==> src/rtl/seq_gen_if.sv <==
// seq_gen bus: start/abort request, pattern config, serial output and status.
// Ports: start, abort, pattern, len_m1, reps_m1 -> gen; ready, out, out_vld, done <- gen.
interface seq_gen_if #(
  parameter int MAX_LEN = 16,
  parameter int REP_W   = 4
);
  localparam int LEN_W = $clog2(MAX_LEN);

  logic               start;
  logic               abort;
  logic [MAX_LEN-1:0] pattern;
  logic [LEN_W-1:0]   len_m1;
  logic [REP_W-1:0]   reps_m1;
  logic               ready;
  logic               out;
  logic               out_vld;
  logic               done;

  modport master (
    output start, abort, pattern, len_m1, reps_m1,
    input  ready, out, out_vld, done
  );

  modport slave (
    input  start, abort, pattern, len_m1, reps_m1,
    output ready, out, out_vld, done
  );
endinterface

==> src/rtl/seq_gen.sv <==
// Serial pattern transmitter: shifts a captured pattern out LSB-first with repeats.
// Ports: clk, rst_n (async low), bus (seq_gen_if.slave). SEQ_GEN_GAP_EN adds LFSR gaps.
module seq_gen #(
  parameter int MAX_LEN = 16,
  parameter int REP_W   = 4
`ifdef SEQ_GEN_GAP_EN
  ,
  parameter int GAP_W   = 2
`endif
) (
  input logic     clk,
  input logic     rst_n,
  seq_gen_if.slave bus
);
  localparam int LEN_W = $clog2(MAX_LEN);

  localparam logic [1:0] IDLE = 2'd0;
  localparam logic [1:0] SEND = 2'd1;
`ifdef SEQ_GEN_GAP_EN
  localparam logic [1:0] GAP  = 2'd2;
`endif
  localparam logic [1:0] DONE = 2'd3;

  logic [1:0]         state;
  logic [MAX_LEN-1:0] pat_q;
  logic [LEN_W-1:0]   len_q;
  logic [LEN_W-1:0]   idx;
  logic [REP_W-1:0]   reps_q;
  logic [REP_W-1:0]   rep;
  logic               rdy_q;
  logic               out_q;
  logic               vld_q;
  logic               done_q;

  logic               wrap;
  logic               last;
  logic [LEN_W-1:0]   nxt_idx;
  logic [REP_W-1:0]   nxt_rep;

`ifdef SEQ_GEN_GAP_EN
  logic [7:0]         lfsr;
  logic               lfsr_fb;
  logic [GAP_W-1:0]   gap;
  logic [GAP_W-1:0]   g;

  // taps 8,6,5,4; the seed is non-zero so the sequence never locks up
  assign lfsr_fb = lfsr[7] ^ lfsr[5] ^ lfsr[4] ^ lfsr[3];
  assign g       = lfsr[GAP_W-1:0];
`endif

  assign wrap    = (idx == len_q);
  assign last    = wrap && (rep == reps_q);
  assign nxt_idx = wrap ? '0 : idx + 1'b1;
  assign nxt_rep = wrap ? rep + 1'b1 : rep;

  assign bus.ready   = rdy_q;
  assign bus.out     = out_q;
  assign bus.out_vld = vld_q;
  assign bus.done    = done_q;

  always_ff @(posedge clk or negedge rst_n) begin
    if (!rst_n) begin
      state  <= IDLE;
      pat_q  <= '0;
      len_q  <= '0;
      reps_q <= '0;
      idx    <= '0;
      rep    <= '0;
      rdy_q  <= 1'b1;
      out_q  <= 1'b0;
      vld_q  <= 1'b0;
      done_q <= 1'b0;
`ifdef SEQ_GEN_GAP_EN
      lfsr   <= 8'hA5;
      gap    <= '0;
`endif
    end else if (state != IDLE && bus.abort) begin
      state  <= IDLE;
      rdy_q  <= 1'b1;
      out_q  <= 1'b0;
      vld_q  <= 1'b0;
      done_q <= 1'b0;
    end else begin
      unique case (state)
        IDLE: begin
          done_q <= 1'b0;
          if (bus.start && !bus.abort) begin
            pat_q  <= bus.pattern;
            len_q  <= bus.len_m1;
            reps_q <= bus.reps_m1;
            idx    <= '0;
            rep    <= '0;
            // first bit is registered straight from the port
            out_q  <= bus.pattern[0];
            vld_q  <= 1'b1;
            rdy_q  <= 1'b0;
            state  <= SEND;
          end
        end
        SEND: begin
          if (last) begin
            state  <= DONE;
            out_q  <= 1'b0;
            vld_q  <= 1'b0;
            done_q <= 1'b1;
          end else begin
            idx <= nxt_idx;
            rep <= nxt_rep;
`ifdef SEQ_GEN_GAP_EN
            lfsr <= {lfsr[6:0], lfsr_fb};
            if (g != '0) begin
              state <= GAP;
              gap   <= g;
              out_q <= 1'b0;
              vld_q <= 1'b0;
            end else begin
              out_q <= pat_q[nxt_idx];
            end
`else
            out_q <= pat_q[nxt_idx];
`endif
          end
        end
`ifdef SEQ_GEN_GAP_EN
        GAP: begin
          // idx already points at the next bit
          if (gap == GAP_W'(1)) begin
            state <= SEND;
            out_q <= pat_q[idx];
            vld_q <= 1'b1;
          end else begin
            gap <= gap - 1'b1;
          end
        end
`endif
        DONE: begin
          done_q <= 1'b0;
          rdy_q  <= 1'b1;
          state  <= IDLE;
        end
        default: state <= IDLE;
      endcase
    end
  end
endmodule

==> src/flat_wrapper.sv <==
// flat-port wrapper written by rule: the top's interface ports become plain ports
module seq_gen_flat 
#(
  parameter int MAX_LEN = 16,
  parameter int REP_W   = 4

)
  (clk, rst_n, bus_start, bus_abort, bus_pattern, bus_len_m1, bus_reps_m1, bus_ready, bus_out, bus_out_vld, bus_done);
  seq_gen_if #(.MAX_LEN(MAX_LEN), .REP_W(REP_W)) bus_i ();
  input logic clk;
  input logic rst_n;
  input wire logic [$bits(bus_i.start)-1:0] bus_start;
  input wire logic [$bits(bus_i.abort)-1:0] bus_abort;
  input wire logic [$bits(bus_i.pattern)-1:0] bus_pattern;
  input wire logic [$bits(bus_i.len_m1)-1:0] bus_len_m1;
  input wire logic [$bits(bus_i.reps_m1)-1:0] bus_reps_m1;
  output wire logic [$bits(bus_i.ready)-1:0] bus_ready;
  output wire logic [$bits(bus_i.out)-1:0] bus_out;
  output wire logic [$bits(bus_i.out_vld)-1:0] bus_out_vld;
  output wire logic [$bits(bus_i.done)-1:0] bus_done;
  assign bus_i.start = bus_start;
  assign bus_i.abort = bus_abort;
  assign bus_i.pattern = bus_pattern;
  assign bus_i.len_m1 = bus_len_m1;
  assign bus_i.reps_m1 = bus_reps_m1;
  assign bus_ready = bus_i.ready;
  assign bus_out = bus_i.out;
  assign bus_out_vld = bus_i.out_vld;
  assign bus_done = bus_i.done;
  seq_gen #(.MAX_LEN(MAX_LEN), .REP_W(REP_W)) u_core (.clk(clk), .rst_n(rst_n), .bus(bus_i));
endmodule
==> config.mk <==
export PLATFORM = sky130hd
export DESIGN_NAME = seq_gen_flat
export DESIGN_NICKNAME = d
export VERILOG_FILES = /design/src/rtl/seq_gen_if.sv /design/src/rtl/seq_gen.sv /design/src/flat_wrapper.sv
export SDC_FILE = /design/constraint.sdc
export NUM_CORES = 1
export LEC_CHECK = 0
export CELL_PAD_IN_SITES_DETAIL_PLACEMENT = 1
export CELL_PAD_IN_SITES_GLOBAL_PLACEMENT = 1
export CORE_MARGIN = 4
export CORE_UTILIZATION = 43
export CTS_CLUSTER_DIAMETER = 200
export DETAILED_ROUTE_END_ITERATION = 7
export GPL_ROUTABILITY_DRIVEN = 0
export PLACE_DENSITY_LB_ADDON = 0.15
export SYNTH_ARGS = -nofsm -noshare
export SYNTH_HDL_FRONTEND = slang
export SYNTH_SLANG_ARGS = --single-unit
==> constraint.sdc <==
create_clock -name clk -period 3.1 [get_ports clk]
set_input_delay 0.31 -clock clk [delete_from_list [all_inputs] [get_ports clk]]
set_output_delay 0.31 -clock clk [all_outputs]
set_load 0.05 [all_outputs]
---- Word level (Yosys, flattened, before mapping) ----
Cells that the tools add are included.
storage, ports and cells
  latch bits .............................. 0
  memories kept ........................... 0
  memory bits (read-only) ................. 0
  flip-flop bits (word level) ............. 38
  bits in writable memories ............... 0
operators by class
  divide/modulo/power cells ............... 0
  add/subtract/negate cells ............... 2
  shifts and indexed selects .............. 0
  mux-type cells .......................... 27
  $mul .................................... 0
  bitwise operators ....................... 1
  equal/unequal tests ..................... 9
  reductions and logical operators ........ 19
  order comparisons ....................... 1
operators with widths
  operator                                                number
  2-to-1 mux 4 bit                                        5
  case mux 4 bit (2 select lines)                         2
  2-to-1 mux 1 bit                                        11
  nonzero test 3 bit                                      3
  adder 4 x 1 -> 4 bit (second input constant)            2
  == test 4 bit                                           2
  case mux 1 bit (2 select lines)                         4
  AND reduction 2 bit                                     4
  2-to-1 mux 2 bit                                        3
  inequality test 3 x 1 -> 1 bit (second input constant)  2
  AND reduction 3 bit                                     2
  < comparator 4 x 5 -> 1 bit (second input constant)     1
  AND reduction 5 bit                                     1
  binary-select mux 1 bit (select 4 bit)                  1
  inequality test 2 x 1 -> 1 bit (second input constant)  2
  case mux 2 bit (2 select lines)                         1
  AND reduction 4 bit                                     1
  nonzero test 2 bit                                      2
  logical AND 1 bit                                       3
  == test 2 x 1 -> 1 bit (second input constant)          1
  == test 2 bit (second input constant)                   1
  logical NOT 2 bit                                       1
  inequality test 2 bit (second input constant)           1
  OR reduction 2 bit                                      1
  other kinds (2)                                         2

---- Depth between registers and ports, before layout ----
Gate-level depths: netlist of the first run.
  depth in word-level cells ............... 7
  gate-level depth with buffers ........... 8

---- Least setup slack after synthesis of the first run ----
No wires, ideal clock.
  kind .................................... flip-flop to flip-flop
  from .................................... register u_core.idx[1]
  to ...................................... register u_core.out_q (netlist: u_core.bus.out)
  setup slack ............................. 914 ps
  period minus slack after synthesis ...... 2186 ps
  stages on the path, launching flop included .. 7
  arrival ................................. 2050 ps
  data required time ...................... 2964 ps
  path buffers ............................ 0
  cells stage by stage .................... dfrtp_1 ha_1 xnor2_2 mux2_1 a311o_1 o311ai_1 a221oi_2
between the ends
  longest elaborated chain between the ends .. 7
RTL lines
  what                                                          RTL line                      source
  from (decl)                                                   seq_gen.sv:27                 logic [LEN_W-1:0] idx;
  from (signal assigned)                                        seq_gen.sv:107                idx <= nxt_idx;
  adder 4 x 1 -> 4 bit / == test 4 bit (equally long branches)  seq_gen.sv:53, seq_gen.sv:51
  2-to-1 mux 4 bit                                              seq_gen.sv:53                 assign nxt_idx = wrap ? '0 : idx + 1'b1;
  binary-select mux 1 bit (select 4 bit)                        seq_gen.sv:120                out_q <= pat_q[nxt_idx];
  2-to-1 mux 1 bit (implied by the code)                        seq_gen.sv:120
  2-to-1 mux 1 bit (*)                                          seq_gen.sv:101                if (last) begin
  case mux 1 bit (2 select lines) (*)                           seq_gen.sv:84                 unique case (state)
  2-to-1 mux 1 bit (*)                                          seq_gen.sv:77                 end else if (state != IDLE && bus.abort) begin
  to (signal assigned)                                          seq_gen.sv:94                 out_q <= bus.pattern[0];
  to (signal assigned)                                          seq_gen.sv:120
  to (decl)                                                     seq_gen.sv:31                 logic out_q;
Every way passes the cells marked *; elsewhere a longest branch is shown, timed or not. The select of a mux whose other input is x is not followed.
A chain may end at the register's enable or synchronous reset.

---- Worst setup path in the final report of the first run ----
  from .................................... register u_core.idx[0]
  to ...................................... register u_core.out_q (netlist: u_core.bus.out)
The elaborated chain is that of the path after synthesis.

==> results.txt, run 1 <==
Once detailed placement completed, the half-perimeter wirelength came to 3.65 mm. The logs give 0 for the number of setup violations in the final report and 524 for the number of fillers in the final layout. Static timing analysis puts the maximum clock frequency at 0.404 GHz.

Number of hold violations in the final report: 0. The max-cap violation count is 0. The tree built by TritonCTS fans out to 38 sinks.

The internal portion of the total power is 1.48 mW. The run gives 0.369 as the share of power burned in registers. Post-CTS repair changed the size of 0 cells. Initial core utilization: 0.451. The die width works out to 79.1 um.

The clock group share of total power was 0.130; the number of detailed-routing iterations run before antenna repair was 4. Area of the placeable core: 0.00482 mm2. Dominant synthesized flop cell: dfrtp_1.

The logs give 2 for the largest buffer count on any clock path and 227 for the net count after synthesis. The count of buffers added by post-CTS timing repair for setup was 0. The initialized floorplan defines 25 standard-cell rows.

Summing all flip-flop and latch instances after layout gives 952 um2. CTS placed an instance of clkbuf_8 at the clock tree root. Summed over all nets, the switching power comes to 1.06 mW. In this run, distinct cell masters in the synthesized netlist total 50. For the overall die area, the log shows 0.00626 mm2.

Once detail routing completed, the nets flagged for antenna violations numbered 0. The tools report the startpoint type of the worst setup path as a flop. The detailed router placed 1562 vias in this run. The power per standard cell area works out to 972 mW/mm2. Origin of the critical flop-to-flop path: u_core.idx[0]$_DFFE_PN0P_. The worst setup path is captured at a flop. After synthesis the cells add up to 0.00217 mm2. The first global-routing pass estimated 8.37 mm of wire. The count of warnings emitted by yosys is 0, and the overall track demand over capacity in global routing is 0.172. The clock latency on the worst-skew pair is 0.28 ns, and the part of the cycle the worst path needs is 0.799. The critical path ends at u_core.bus.out$_DFFE_PN0P_. IR analysis of the VDD net gives a maximum drop of 0.368 mV.

The number of clock buffers added by TritonCTS is 5. The startpoint of the worst setup timing path was u_core.idx[0]$_DFFE_PN0P_. The fraction of layout instances using a drive strength above 1 is 0.188, and the required time of the worst setup path is 3.26 ns.

The run gives 259 as the count of nets after finishing. The transition time of the tightest slew-check pin came out at 0.852 ns. The logs give 0 for the total congestion overflow and 0.00113 mm2 for the area occupied by multi-input gates. For this design the top-level I/O count stands at 32. The remaining design rule violation count is 0. The critical path is of the reg -> reg type. Capture point of the worst reg-to-reg path: u_core.bus.out$_DFFE_PN0P_.

Setup repair after global routing left no endpoint under its margin. The tools report the hold buffer count at CTS as 0. The clock-pin slew of the registers on the worst-case setup and hold paths came out at 0.07 ns.

The run gives 0 as the number of max-slew violations in the final report. The number of cells on the worst reg-to-reg path is 6. Dividing the detail-routed via count by the number of cells gives 5.39.

Compared with the post-synthesis result, the final layout area differs by 20.3%. The vertical die dimension is 79.1 um, and the pin count of the biggest net entering global routing is 39. The synthesized design contains 38 register bits. TritonCTS built the clock tree.

In this run the tool buffered the top-level ports with 31 buffer cells. A synthesized cell averages 11.3 um2. Of all nets on the critical path, the largest fanout is 12. The number of synthesized flops with an enable pin was 0. The number of diodes added for antenna fixing is 0, and the initial antenna violation count is 0. The shortest period the worst path allows was 2.48 ns.

The run finished with clean final reports. The power share of the combinational group came out at 0.502. Summed over all layers, the routed wires come to 4.87 mm. The run gives 2.54 mW as the total power after layout. The tightest min-delay check is of the in -> async type.

The run gives 1742 as the via count of the first global-routing pass. The logs give 0.432 for the headroom to the max-slew limit and 1.11 nW for the leakage power figure. CTS built an H-tree with a depth of 2. The register-to-register path setup slack came out at 0.62 ns.

The switching share of total power was 0.418. Synthesis produced a netlist whose cell count is 192. Adding up every negative setup slack in the final design gives 0 ns.

Data arrives at the worst endpoint at 2.64 ns. The sequential-to-total area share from yosys stat was 0.438; the maximum clock skew at final layout was 0.00868 ns. In this run, the number of DRC markers left after iteration 0 of detailed routing was 43.

The mean routed wirelength per cell is 16.8 um. The async set-or-reset flop fraction in the synthesized netlist came out at 1.00.
[power groups by stage]
stage / Combinational [mW] / Sequential (mW) / Clock [mW]
2_1_floorplan: 0.939 / 0.953 / 0
3_3_place_gp: 1.21 / 0.942 / 0
3_5_place_dp: 1.27 / 0.954 / 0
4_1_cts: 1.29 / 0.942 / 0.344
5_1_grt: 1.40 / 0.975 / 0.371
6_report: 1.28 / 0.937 / 0.330
[worst min path at each step]
stage                                        end  slack (ns)  depth (start not counted)   from
finish               u_core.state[1]$_DFFE_PN0P_        0.12                          1  rst_n
CTS                  u_core.state[1]$_DFFE_PN0P_        0.16                          1  rst_n
global route           u_core.rep[2]$_DFFE_PN0P_        0.20                          1  rst_n
detailed placement  u_core.reps_q[2]$_DFFE_PN0P_        0.47                          1  rst_n
floorplan            u_core.bus.done$_DFFE_PN0P_        0.01                          0  rst_n
global placement    u_core.reps_q[2]$_DFFE_PN0P_        0.45                          1  rst_n
[worst max-delay path, stage by stage (launching register included)]
cell and delay, ns:
dfrtp_1 0.52, ha_1 0.35, xnor2_2 0.34, mux2_1 0.36, a311o_1 0.35, o311ai_1 0.32, a221oi_2 0.11
[synth_stat cells, drive strengths merged (5+ instances only)]
| master | count | area share |
|---|---|---|
| a21oi | 11 | 0.029 |
| mux2 | 26 | 0.13 |
| inv | 11 | 0.019 |
| dfrtp | 37 | 0.43 |
| clkbuf | 5 | 0.0086 |
| xor2 | 9 | 0.048 |
| o21ai | 7 | 0.016 |
| mux2i | 7 | 0.032 |
| nor2 | 5 | 0.0086 |
| nand2 | 10 | 0.017 |
| nand3 | 6 | 0.014 |
| ha | 7 | 0.040 |
[final cells by class]
type / count / area share
Sequential cell: 38 / 0.364
Tap cell: 67 / 0.0321
Timing Repair Buffer: 33 / 0.122
Inverter: 11 / 0.0158
Clock buffer: 6 / 0.0316
Multi-Input combinational cell: 135 / 0.434
[flip-flops by register name, indices dropped and copies added (netlist names)]
| name | cells |
|---|---|
| u_core.idx | 4 |
| u_core.bus.out | 1 |
| u_core.state | 2 |
| u_core.bus.ready | 1 |
| u_core.len_q | 4 |
| u_core.pat_q | 16 |
| u_core.reps_q | 4 |
| u_core.bus.done | 1 |
| u_core.bus.out_vld | 1 |
| u_core.rep | 4 |
[logic make-up after synthesis]
kind of cell,after synthesis,share of synthesized area
mux,33,0.167
simple gates,42,0.112
fa+ha+maj,7,0.0403
flops,38,0.438
xor+xnor,11,0.0598
buf+inv,19,0.0403
compound gates,42,0.143
[cell usage in the layout (no fill, tap or decap), types with 2 or more instances in the layout]
cell type,count
nor3_1,2
o211ai_1,4
buf_4,2
inv_1,11
a221oi_1,2
dfrtp_1,37
nor2_1,5
nor2b_1,4
a211oi_1,2
o2111ai_1,2
a21oi_2,2
o21ai_0,3
mux2_2,20
ha_1,7
nand4_1,3
a21oi_1,9
nand3_1,6
clkbuf_8,6
mux2_1,6
a21o_1,2
o21a_1,3
xor2_1,7
nand2b_1,3
mux2i_1,7
clkdlybuf4s50_1,30
nand2_1,10
o21ai_1,4
[per-layer routing]
| layer | global-route usage | vias up | part of all wire |
|---|---|---|---|
| met5 | 0 | - | 0 |
| met4 | 0.0567 | 0 | 0.015 |
| met3 | 0.0374 | 7 | 0.025 |
| met2 | 0.316 | 21 | 0.55 |
| met1 | 0.195 | 775 | 0.41 |
| li1 | - | 759 | - |
[per-stage QoR]
step | util | cell area (um2) | setup WS (ns) | hold slack (ns) | instances
after floorplan | - | 2170 | 0.914 | 0.0144 | 192
after global placement | 0.526 | 2530 | 0.711 | 0.448 | 284
after detailed placement | 0.526 | 2530 | 0.608 | 0.466 | 284
after CTS | 0.543 | 2620 | 0.613 | 0.156 | 290
after global routing | 0.543 | 2620 | 0.494 | 0.201 | 290
final | 0.543 | 2620 | 0.625 | 0.121 | 290
Note: power is estimated with default switching activity, not from simulation.
==> run 2: changes to the inputs <==
Clock period 3.1 ns to 2.4 ns, I/O delays scaled along.
==> run 2 against run 1 <==
Cell area increased by 2.6%. Routed wire length is 9.1% higher. Critical endpoint is now u_core.rep[2]$_DFFE_PN0P_. Critical path type unchanged. Hold slack got worse by 0.064 ns.
==> results.txt, run 2 (synthesis results as in run 1) <==
The detailed router's first-iteration violation count was 27 (-37%). The shortest period the worst path allows was 2.20 ns (-0.273 ns); the die width was 79.1 um (unchanged). Setup repair after global routing left no endpoint under its margin.

The maximum level of the CTS H-tree was 2 (unchanged). The register containing the most flip-flops in the final layout was u_core.pat_q. In the layout the commonest cells are 37 x dfrtp_1, 30 x clkdlybuf4s50_1, 20 x mux2_2, 11 x inv_1, 10 x nand2_1. The clock tree root driver cell was clkbuf_8.

The initial antenna violation count is 0 (unchanged), and the via density per instance is 5.56 (+3.2%). The aggregate negative setup slack is 0 ns (unchanged), and the number of placed I/O pins is 32 (unchanged). For the max-cap violation count, the log shows 0 (unchanged). The flip-flop count of the largest register, all copies and words added came out at 16 (unchanged).

Kind of capture point of the worst setup path: a flop. The logs give 0 (unchanged) for the count of buffers added by post-CTS timing repair for setup and 4.04 mm (+11%) for the placed wire-length estimate after detailed placement. Hold buffer count at CTS: 0 (unchanged).

The logs give 0.422 (-0.0102) for the headroom to the max-slew limit and 38 (unchanged) for the clock sink total. The logs give 0.29 ns (about the same) for the clock latency on the worst-skew pair and 0.454 GHz (+12%) for the highest achievable clock rate. The layout-stage area growth over the synthesis result came out at 23.4%.

The startpoint of the worst setup timing path is u_core.idx[2]$_DFFE_PN0P_. TritonCTS built the clock tree. The number of fillers in the final layout was 521 (-0.57%); the number of nets still failing antenna checks after routing was 0 (unchanged). The first-pass GRT wire length came out at 9.00 mm (+7.6%). The tools report the remaining design rule violation count as 0 (unchanged).

The placement row count is 25 (unchanged). The critical path is of the reg -> reg type. The logs give 1852 (+6.3%) for the via count of the first global-routing pass and 4 (unchanged) for the number of detailed-routing iterations run before antenna repair. For the required time of the worst setup path, the log shows 2.61 ns (-0.65 ns). The tightest min-delay check is of the in -> async type. Total via count in the routed design: 1646 (+5.4%).

Fraction of layout instances using a drive strength above 1: 0.210 (+0.0213). The number of max-slew violations in the final report is 0 (unchanged), and the overall track demand over capacity in global routing is 0.187 (+0.0153). The mean routed wirelength per cell works out to 17.9 um (+6.9%).

The clock-pin slew of the registers on the worst-case setup and hold paths came out at 0.08 ns (about the same). The maximum clock skew at final layout is 0.0107 ns (+0.00201 ns). The logs give 0 (unchanged) for the total congestion overflow and 0.00268 mm2 (+2.6%) for the total non-filler cell area in the finished layout. The run gives 0.00257 mm2 (+1.5%) as the instance area at placement. The part of the cycle the worst path needs came out at 0.918 (+0.119). The run gives 0.591 mV (+61%) as the worst ir drop on vdd. The transition time of the tightest slew-check pin came out at 0.867 ns (+0.0152 ns). The number of diodes added for antenna fixing is 0 (unchanged), and the power per standard cell area is 1300 mW/mm2 (+34%). The vertical die dimension works out to 79.1 um (unchanged). The tools report the total clock buffers created by CTS as 5 (unchanged). The count of nets after finishing is 264 (+1.9%). The run finished with clean final reports.

The tools report the number of hold violations in the final report as 0 (unchanged). The largest buffer count on any clock path is 2 (unchanged), and the total length of routed wires is 5.31 mm (+9.1%). The count of buffers from port buffering was 31 (unchanged); the peak fanout along the critical path was 10 (-2). The count of instances resized after the clock tree is built came out at 0 (unchanged). The number of setup violations in the final report is 0 (unchanged). The tools report the overall die area as 0.00626 mm2 (unchanged). The startpoint type of the worst setup path was a flop. Initial core utilization: 0.451 (unchanged). The tools report the leakage power figure as 1.15 nW (+3.5%). The area of the placeable core is 0.00482 mm2 (unchanged), and the endpoint arrival time on the critical path is 2.41 ns (-0.23 ns). The tools report the pin count of the biggest net entering global routing as 39 (unchanged). Origin of the critical flop-to-flop path: u_core.idx[2]$_DFFE_PN0P_. Leaving out fill and tap cells, the most frequent cell in the layout is dfrtp_1.
-- run 2: path summary, 6_finish.rpt --
kind / endpoint / slack (ns) / cells past startpoint
max: u_core.rep[2]$_DFFE_PN0P_ / 0.20 / 5
min: u_core.state[1]$_DFFE_PN0P_ / 0.06 / 1
max reg2reg: u_core.rep[2]$_DFFE_PN0P_ / 0.20 / 5
min reg2reg: u_core.pat_q[2]$_DFFE_PN0P_ / 0.50 / 1
max in group asynchronous: u_core.pat_q[10]$_DFFE_PN0P_ / 1.79 / 1
min in group clk: u_core.pat_q[2]$_DFFE_PN0P_ / 0.50 / 1
-- run 2: worst max-delay path, cell delays in order (launching register included) --
cell	delay (ns)
dfrtp_1	0.50
xor2_2	0.24
nor4_4	0.51
a21oi_2	0.27
o2111ai_1	0.35
mux2i_1	0.25
-- run 2: area by class of cell --
| class | count | area, um2 | share of cell area |
|---|---|---|---|
| Clock buffer | 6 | 82.6 | 0.0308 |
| Clock inverter | 1 | 30.0 | 0.0112 |
| Inverter | 11 | 41.3 | 0.0154 |
| Multi-Input combinational cell | 135 | 1130 | 0.423 |
| Sequential cell | 38 | 952 | 0.355 |
| Tap cell | 67 | 83.8 | 0.0313 |
| Timing Repair Buffer | 38 | 358 | 0.133 |
-- run 2: report_power, final --
group | total, mW | leakage, nW | internal [mW] | switching (mW)
sequential | 1.17 | 0.463 | 0.945 | 0.227
clock | 0.556 | 0.0573 | 0.333 | 0.224
combinational | 1.76 | 0.632 | 0.790 | 0.974
-- run 2: per-layer routing --
layer	track usage	routed length, um
met1	0.200	2070
met2	0.360	2970
met3	0.0351	150
met4	0.0670	111
met5	0	0
-- run 2: per-stage QoR --
stage	util	total power [mW]	setup slack, ns	hold slack, ns	std cells
3_3_place_gp	0.534	2.83	0.335	0.387	289
2_1_floorplan	-	2.44	0.214	-0.0556	192
5_1_grt	0.557	3.75	0.0512	0.125	296
6_report	0.557	3.49	0.197	0.0568	296
3_5_place_dp	0.534	2.96	0.201	0.403	289
4_1_cts	0.557	3.53	0.171	0.0844	296
==> run 3: changes to the inputs <==
Settings changed: SLEW_MARGIN set to 30.
==> run 3 against run 2 <==
Combinational power is essentially flat. Maximum frequency grew 0.23%. Total power is essentially flat. Setup slack gained 0.0050 ns. Hold slack gained 0.40 ns. Non-clock buffer count grew 1. Via count shrank 0.30%. Clock power is essentially flat. Sequential cell count is the same. Final cell count grew 0.34%. Register-to-register slack is essentially flat. Highest routed layer unchanged. Sequential power is essentially flat.
==> results.txt, run 3 (synthesis results as in run 1) <==
The run finished with clean final reports. The pin count of the biggest net entering global routing was 39 (unchanged); the power per standard cell area was 1300 mW/mm2 (-0.48%). The routed wire length on met3 was 155 um (+3.3%).

The most frequent standard cell in the layout excluding fill and tap cells is dfrtp_1. The fraction of layout instances using a drive strength above 1 works out to 0.209 (-0.000911). The shortest period the worst path allows was 2.20 ns (-0.00500 ns). Remaining design rule violation count: 0 (unchanged). The highest layer touched by signal routing is met4. The worst ir drop on vdd is 0.591 mV (about the same), and the headroom to the max-slew limit is 0.636 (+0.214).

The aggregate negative setup slack is 0 ns (unchanged). Clock sink total: 38 (unchanged). The mean routed wirelength per cell is 17.9 um (-0.17%). The vertical die dimension works out to 79.1 um (unchanged).

The logs give 2.08 mm (+0.24%) for the wire length on met1 and 9.00 mm (unchanged) for the first-pass GRT wire length. Setup repair after global routing left no endpoint under its margin. The number of diodes added for antenna fixing was 0 (unchanged); the largest buffer count on any clock path was 2 (unchanged). The number of detailed-routing iterations run before antenna repair was 4 (unchanged); the maximum level of the CTS H-tree was 2 (unchanged). The instance area at placement came out at 0.00257 mm2 (unchanged).

For the clock latency on the worst-skew pair, the log shows 0.29 ns (about the same). The total clock buffers created by CTS was 5 (unchanged). STA classifies the critical path startpoint as a flop. The peak fanout along the critical path was 10 (unchanged); the count of instances resized after the clock tree is built was 0 (unchanged). Post-place setup slack: 0.201 ns (unchanged). The overall die area is 0.00626 mm2 (unchanged), and the count of nets after finishing is 265 (+0.38%). The die width came out at 79.1 um (unchanged). For the area of the placeable core, the log shows 0.00482 mm2 (unchanged).

The setup slack of the critical path after layout came out at 0.202 ns (+0.00500 ns). In this run the clock root is driven by a clkbuf_8. The total via count in the routed design was 1641 (-0.30%); the via density per instance was 5.53 (-0.64%). Number of fillers in the final layout: 522 (+0.19%). Ranked by flip-flop count, first place goes to u_core.pat_q.

The number of setup violations in the final report was 0 (unchanged); the via count of the first global-routing pass was 1852 (unchanged). For the number of max-slew violations in the final report, the log shows 0 (unchanged). The max-cap violation count was 0 (unchanged); the sum of met2 wire segment lengths after detailed routing was 2.97 mm (about the same). For the flip-flop and latch area, the log shows 952 um2 (unchanged). For the initial core utilization, the log shows 0.451 (unchanged). The total length of routed wires was 5.32 mm (+0.17%). The placed wire-length estimate after detailed placement was 4.04 mm (unchanged); the area occupied by multi-input gates was 0.00113 mm2 (unchanged). The run gives 0 (unchanged) as the initial antenna violation count. The top cell types in the final layout, fill and taps aside, are 37 x dfrtp_1, 30 x clkdlybuf4s50_1, 20 x mux2_2, 11 x inv_1, 10 x nand2_1. The run gives 0 (unchanged) as the number of nets still failing antenna checks after routing. The total congestion overflow is 0 (unchanged), and the endpoint arrival time on the critical path is 2.41 ns (about the same). The part of the cycle the worst path needs is 0.916 (-0.00209), and the layout-stage area growth over the synthesis result is 23.9%. For the leakage power figure, the log shows 1.16 nW (+0.44%).

The count of buffers from port buffering is 31 (unchanged). STA classifies the critical path endpoint as a flop. Critical path start-end classification: reg -> reg. The detailed router's first-iteration violation count was 21 (-22%). The overall track demand over capacity in global routing is 0.187 (unchanged), and the required time of the worst setup path is 2.61 ns (about the same). The highest achievable clock rate was 0.455 GHz (+0.23%). The flip-flop count of the largest register, all copies and words added was 16 (unchanged). The path class of the tightest hold or removal check is in -> async. The clock-pin slew of the registers on the worst-case setup and hold paths came out at 0.08 ns (about the same).

The placement row count came out at 25 (unchanged). TritonCTS built the clock tree. Number of placed I/O pins: 32 (unchanged).

The maximum clock skew at final layout is 0.0113 ns (+0.000569 ns), and the transition time of the tightest slew-check pin is 0.546 ns (-0.321 ns). The total non-filler cell area in the finished layout was 0.00270 mm2 (+0.47%); the number of hold violations in the final report was 0 (unchanged).
[run 3: final timing paths]
path | slack, ns | depth (start not counted) | from | endpoint
max in group asynchronous | 1.59 | 2 | rst_n | u_core.idx[1]$_DFFE_PN0P_
worst min-delay path | 0.46 | 2 | rst_n | u_core.state[1]$_DFFE_PN0P_
min in group clk | 0.50 | 1 | u_core.pat_q[2]$_DFFE_PN0P_ | u_core.pat_q[2]$_DFFE_PN0P_
worst max register to register | 0.20 | 5 | u_core.idx[2]$_DFFE_PN0P_ | u_core.rep[2]$_DFFE_PN0P_
worst min register to register | 0.50 | 1 | u_core.pat_q[2]$_DFFE_PN0P_ | u_core.pat_q[2]$_DFFE_PN0P_
worst max-delay path | 0.20 | 5 | u_core.idx[2]$_DFFE_PN0P_ | u_core.rep[2]$_DFFE_PN0P_
[run 3: final cells by class]
class,instances,share of cell area
Inverter,11,0.0153
Clock inverter,1,0.0111
Clock buffer,6,0.0306
Timing Repair Buffer,39,0.137
Multi-Input combinational cell,135,0.421
Sequential cell,38,0.353
Tap cell,67,0.0311
[run 3: metrics by stage]
stage	hold slack (ns)	power [mW]	util	std cells
2_1_floorplan	-0.0556	2.44	-	192
3_3_place_gp	0.387	2.83	0.534	289
3_5_place_dp	0.403	2.96	0.534	289
4_1_cts	0.0844	3.53	0.557	296
5_1_grt	0.500	3.75	0.559	297
6_report	0.457	3.49	0.559	297
[run 3: metal layers]
layer | up-vias | track usage
met3 | 12 | 0.0351
li1 | 776 | -
met5 | - | 0
met2 | 35 | 0.360
met4 | 0 | 0.0670
met1 | 818 | 0.200
[run 3: critical path, stage by stage (launching register included)]
cell and delay [ns]:
dfrtp_1 0.50, xor2_2 0.24, nor4_4 0.51, a21oi_2 0.27
o2111ai_1 0.35, mux2i_1 0.25
[run 3: timing repair]
item	in CTS	in global routing
hold buffers	0	1
buffers inserted	0	0
endpoints found under the hold margin	0	37
[run 3: report_power, final]
part / leakage, nW / internal, mW / total (mW) / switching, mW
Sequential: 0.463 / 0.945 / 1.17 / 0.225
Clock: 0.0573 / 0.333 / 0.556 / 0.224
Combinational: 0.637 / 0.792 / 1.76 / 0.972
